File: src/rtl/glb_ld_dma_addr_gen.sv
// glb_ld_dma_addr_gen: nested-loop GLB read address generator for load DMA jobs,
// with optional active/inactive burst pacing and stall freeze.
package glb_ld_dma_pkg;
  localparam int GLB_ADDR_WIDTH = 22;
  localparam int CGRA_BYTE_OFFSET = 1;
  localparam int MAX_LOOP_LEVEL = 4;
  localparam int LOOP_W = 16;
  typedef struct packed {
    logic [LOOP_W-1:0] range;
    logic [LOOP_W-1:0] stride;
  } dma_iter_t;
  typedef struct packed {
    logic valid;
    logic [GLB_ADDR_WIDTH-1:0] start_addr;
    dma_iter_t [MAX_LOOP_LEVEL-1:0] iteration;
    logic [LOOP_W-1:0] num_active_words;
    logic [LOOP_W-1:0] num_inactive_words;
  } dma_ld_header_t;
  typedef struct packed {
    logic rd_en;
    logic [GLB_ADDR_WIDTH-1:0] rd_addr;
  } rdrq_packet_t;
endpackage

module glb_ld_dma_addr_gen
  import glb_ld_dma_pkg::*;
#(
  parameter int LOOP_LEVEL = 4,
  parameter int ADDR_W = GLB_ADDR_WIDTH
) (
  input  logic           clk,
  input  logic           reset_n,
  input  dma_ld_header_t ld_dma_header,
  input  logic           strm_start_pulse,
  input  logic           stall,
  output rdrq_packet_t   rdrq_packet,
  output logic           ld_dma_done_pulse,
  output logic           busy
);
  typedef enum logic [1:0] {IDLE, ACTIVE, INACTIVE} state_t;
  state_t state, state_nxt;
  dma_ld_header_t hdr;
  logic [LOOP_W-1:0] itr [LOOP_LEVEL];
  logic [LOOP_W-1:0] itr_nxt [LOOP_LEVEL];
  logic [LOOP_W-1:0] itr_max [LOOP_LEVEL];
  logic [LOOP_W-1:0] act_cnt, inact_cnt;
  logic [ADDR_W-1:0] offset;
  logic start, issue, last, carry, gap, inact_done;
  assign start = state == IDLE && strm_start_pulse && ld_dma_header.valid;
  assign issue = state == ACTIVE && hdr.valid && !stall;
  assign gap = hdr.num_active_words != '0 && hdr.num_inactive_words != '0 &&
               act_cnt + 1'b1 == hdr.num_active_words;
  assign inact_done = inact_cnt == hdr.num_inactive_words - 1'b1;
  // A range of 0 behaves as 1, so its iterator max is 0 either way.
  always_comb begin
    offset = '0;
    last = 1'b1;
    carry = 1'b1;
    for (int i = 0; i < LOOP_LEVEL; i++) begin
      itr_max[i] = hdr.iteration[i].range == '0 ? '0 : hdr.iteration[i].range - 1'b1;
      offset = offset + ADDR_W'(itr[i]) * ADDR_W'(hdr.iteration[i].stride);
      last = last & (itr[i] == itr_max[i]);
      itr_nxt[i] = carry ? (itr[i] == itr_max[i] ? '0 : itr[i] + 1'b1) : itr[i];
      carry = carry & (itr[i] == itr_max[i]);
    end
  end
  // Completion outranks the inactive gap so the last word has no trailing pause.
  always_comb begin
    state_nxt = start ? ACTIVE :
                issue && last ? IDLE :
                issue && gap ? INACTIVE :
                state == INACTIVE && !stall && inact_done ? ACTIVE : state;
  end
  always_ff @(posedge clk or negedge reset_n) begin
    if (!reset_n) begin
      state <= IDLE;
      hdr <= '0;
      act_cnt <= '0;
      inact_cnt <= '0;
      for (int i = 0; i < LOOP_LEVEL; i++) itr[i] <= '0;
    end else begin
      state <= state_nxt;
      if (start) begin
        hdr <= ld_dma_header;
        act_cnt <= '0;
        inact_cnt <= '0;
        for (int i = 0; i < LOOP_LEVEL; i++) itr[i] <= '0;
      end else if (issue) begin
        act_cnt <= gap ? '0 : act_cnt + 1'b1;
        inact_cnt <= '0;
        for (int i = 0; i < LOOP_LEVEL; i++) itr[i] <= itr_nxt[i];
      end else if (state == INACTIVE && !stall) begin
        inact_cnt <= inact_cnt + 1'b1;
      end
    end
  end
  assign rdrq_packet.rd_en = issue;
  assign rdrq_packet.rd_addr = issue ?
    GLB_ADDR_WIDTH'(ADDR_W'(hdr.start_addr) + (offset << CGRA_BYTE_OFFSET)) : '0;
  assign ld_dma_done_pulse = issue && last;
  assign busy = state != IDLE;
endmodule

File: config.mk
export PLATFORM = sky130hd
export DESIGN_NAME = glb_ld_dma_addr_gen
export DESIGN_NICKNAME = d
export VERILOG_FILES = /design/src/rtl/glb_ld_dma_addr_gen.sv
export SDC_FILE = /design/constraint.sdc
export NUM_CORES = 2
export LEC_CHECK = 0
export ABC_AREA = 1
export CORE_MARGIN = 2
export CORE_UTILIZATION = 50
export DETAILED_ROUTE_END_ITERATION = 10
export PLACE_DENSITY = 0.71
export SYNTH_ARGS = -nofsm -noshare
export SYNTH_HDL_FRONTEND = slang
export SYNTH_SLANG_ARGS = --single-unit
File: constraint.sdc
create_clock -name clk -period 11.35 [get_ports clk]
set_input_delay 3.405 -clock clk [delete_from_list [all_inputs] [get_ports clk]]
set_output_delay 3.405 -clock clk [all_outputs]
set_load 0.005 [all_outputs]
==> flow_metrics.py <==
metrics = {
    "setup_path": {
        "cpPeakStageDelay_ns": 0.57,
        "r2r_slack_ns": 7.36,
        "crit-reg2reg-launch": "hdr[80]",
        "worst_setup_path_end_kind": "primary output",
        "crit_top_cell": "buf_4",
        "crit_path_max_fanout": 4,
        "crit_required_ns": 7.95,
        "slowest_stage": "fa_2",
        "rr_endpoint": "itr[5]",
        "startpoint_type": "flop",
        "rr_worst_depth": 17,
        "worstPathArrival_ns": 9.75,
        "path_class": "reg -> out",
    },
    "clocking": {
        "clockBufferDepth": 3,
        "holdBufCountCts": 0,
        "cts_tree": "yes",
        "numCtsBuffers": 38,
        "root_buffer": "clkbuf_16",
        "clk_latency_ns": 0.60,
        "clk_pin_slew_worst_paths_ns": 0.06,
        "cts.sinks": 281,
        "h-tree-depth": 2,
    },
    "hold_path": {
        "hold_end": "hdr[182]",
        "hold_depth": 2,
        "hp-class": "reg -> reg",
        "min_from": "hdr[182]",
    },
    "finish": {
        "multi_input_area_um2": 30700,
        "drive_gt1_frac": 0.127,
        "n_fill_cell": 7656,
        "nNetsFinal": 7467,
        "diodes": 0,
        "seqCellArea_um2": 7070,
        "area_delta_synth_final_pct": 20.1,
        "finalCoreUtilization": 0.608,
    },
    "floorplanning": {
        "die-area_um2": 88900,
        "die_y_um": 298,
        "rows": 107,
        "core_area_um2": 85400,
        "pin_count": 212,
        "start_util": 0.507,
        "fp.dieW_um": 298,
    },
    "yosys": {
        "yosys.cell_types.count": 49,
        "syn-cell-area_um2": 43300,
        "ys_warn_count": 0,
        "ys_ff_latch": 281,
        "synth_edf_count": 0,
        "synth-main-ff-cell": "dfrtp_1",
        "synthCells": 5908,
        "avgSynthCellArea_um2": 7.33,
        "syn_nets": 6997,
        "async_flop_share": 1.00,
        "ys_seq_area_frac": 0.162,
    },
    "grt": {
        "grt_pass1_wl_mm": 209,
        "grt_use_total": 0.296,
        "grt_max_degree": 124,
        "grt_pass1_vias": 39700,
        "grt-ovfl-total": 0,
        "antenna_found_initial": 6,
    },
    "timing": {
        "tightestPinTransition_ns": 0.913,
        "fin_skew_ns": 0.0320,
        "period_needed_ns": 13.16,
        "fmax_mhz": 76.0,
        "slew_violations": 0,
        "rsz0062_at_grt": "true",
        "max-slew-margin-rel": 0.389,
        "min_period_over_period": 1.16,
        "timing.final.ws_setup_ns": -1.81,
        "hold_viol": 0,
        "finalSetupViolCount": 15,
    },
    "power_and_ir_drop": {
        "power.switching_uw": 740,
        "seq_power_share": 0.397,
        "leakagePower_uw": 0.0298,
        "p_int_uw": 1930,
        "comb_power_share": 0.142,
        "power_density_nw_per_um2": 51.5,
        "clkPwrFrac": 0.462,
        "ir_drop_mv": 0.102,
        "p_sw_frac": 0.277,
    },
    "placed_design": {
        "dp.final_hpwl_mm": 106,
        "dp_slack_ns": -1.46,
        "portBuffers": 211,
        "place.gp.congestion": 0.954,
    },
    "routing": {
        "drcViolationCount": 0,
        "vias": 38200,
        "postRouteAntennaNets": 0,
        "wl_per_cell_um": 17.1,
        "drt-vias-per-instance": 5.06,
        "first_iter_violations": 2679,
        "firstDrtPassIters": 5,
        "drt-total-wl_mm": 129,
    },
    "run": {
        "cap_violations": 0,
    },
    "status": {
        "failed_checks": "negative setup slack",
        "status": "finished, violations left",
    },
}
-- layout make-up --
class / instances / share of cell area
clock inverters: 18 / 0.00424
inverters: 1455 / 0.105
flip-flops and latches: 281 / 0.136
clock buffers: 49 / 0.0201
repair buffers: 703 / 0.116
well taps: 1144 / 0.0275
multi-input cells: 3899 / 0.591
-- synth_stat cells (5+ instances only) --
cell / number / share of area
o21ai_0: 151 / 0.017
nand2_2: 5 / 0.00072
o21ai_1: 31 / 0.0036
nand4_1: 77 / 0.011
dfrtp_1: 281 / 0.16
o22ai_1: 5 / 0.00072
nand3b_1: 14 / 0.0024
nand3_1: 233 / 0.027
nor4_1: 18 / 0.0026
a21oi_1: 75 / 0.0087
fa_1: 668 / 0.31
inv_2: 10 / 0.00087
or2_2: 10 / 0.0014
and2_1: 8 / 0.0012
nor2_1: 232 / 0.020
ha_1: 234 / 0.068
o211ai_1: 7 / 0.0012
xnor2_1: 45 / 0.0091
nand2_1: 1846 / 0.16
buf_2: 13 / 0.0015
nor3_1: 65 / 0.0075
inv_1: 1441 / 0.12
o21a_1: 5 / 0.00087
buf_1: 34 / 0.0029
clkbuf_1: 222 / 0.019
a31oi_1: 5 / 0.00072
xor2_1: 136 / 0.028
-- flip-flops by register name (all words and copies together) (netlist names) --
| name | count |
|---|---|
| hdr | 183 |
| state | 2 |
| act_cnt | 16 |
| inact_cnt | 16 |
| itr | 64 |
-- placed cells by master (no fill, tap or decap), drive strengths merged, types with 10 or more instances in the layout --
| cell | n |
|---|---|
| xnor2 | 45 |
| dfrtp | 281 |
| clkbuf | 50 |
| a21oi | 75 |
| o21ai | 183 |
| nand3 | 235 |
| ha | 234 |
| nor2 | 236 |
| nand3b | 14 |
| inv | 1454 |
| nor4 | 18 |
| fa | 668 |
| buf | 508 |
| or2 | 10 |
| nand2 | 1852 |
| xor2 | 137 |
| clkinv | 13 |
| nand4 | 77 |
| nor3 | 65 |
| clkdlybuf4s50 | 193 |
-- critical path: cells and delay by family, from the launching register on --
family	cells	cell delay, ns
compound gates	2	0.35
xor+xnor	1	0.25
fa+ha+maj	11	5.16
buf+inv	22	2.50
flops	1	0.41
simple gates	6	0.49
-- worst max-delay path by stage --
stage	endpoint	start	cells after the start
after floorplan	rdrq_packet[21]	itr[4]	42
after global placement	rdrq_packet[21]	hdr[98]	40
after detailed placement	rdrq_packet[21]	hdr[98]	39
after CTS	rdrq_packet[21]	hdr[131]	40
after global routing	rdrq_packet[21]	hdr[98]	41
final	rdrq_packet[21]	hdr[98]	42
-- kinds of logic (layout without fill, tap and decap cells) --
family,Yosys count,after routing,share of synthesized area
flops,281,281,0.162
xor+xnor,182,182,0.0370
fa+ha+maj,902,902,0.377
buf+inv,1728,2225,0.151
simple gates,2518,2518,0.236
compound gates,297,297,0.0367
-- layer usage --
| metal | vias to the layer above | part of all wire | global-route usage |
|---|---|---|---|
| li1 | 18200 | - | - |
| met1 | 18600 | 0.41 | 0.381 |
| met2 | 1138 | 0.48 | 0.500 |
| met3 | 284 | 0.055 | 0.0383 |
| met4 | 12 | 0.051 | 0.134 |
| met5 | - | 0.00053 | 0 |
-- power by group through the flow --
stage	Combinational [uW]	Sequential (uW)	Clock [uW]
after floorplan	163	1050	0
after global placement	355	1080	0
after detailed placement	357	1080	0
after CTS	372	1060	1260
after global routing	414	1060	1300
final	379	1060	1230
-- what timing repair did --
item	in CTS	in global routing
pin swaps	57	89
setup endpoints to repair	16	17
buffers inserted	66	30
resized for setup	233	113
-- per-stage QoR --
stage	setup TNS, ns	instance area [um2]	std cells	power [uW]	hold slack (ns)
2_1_floorplan	-1.09	43600	5908	1220	0.422
3_3_place_gp	-14.20	49100	7392	1430	0.445
6_report	-19.37	52000	7549	2670	0.465
5_1_grt	-23.58	52000	7549	2780	0.515
4_1_cts	-14.85	51300	7522	2690	0.467
3_5_place_dp	-14.22	49100	7392	1440	0.454
No activity file was read; power rests on OpenSTA's default activity.
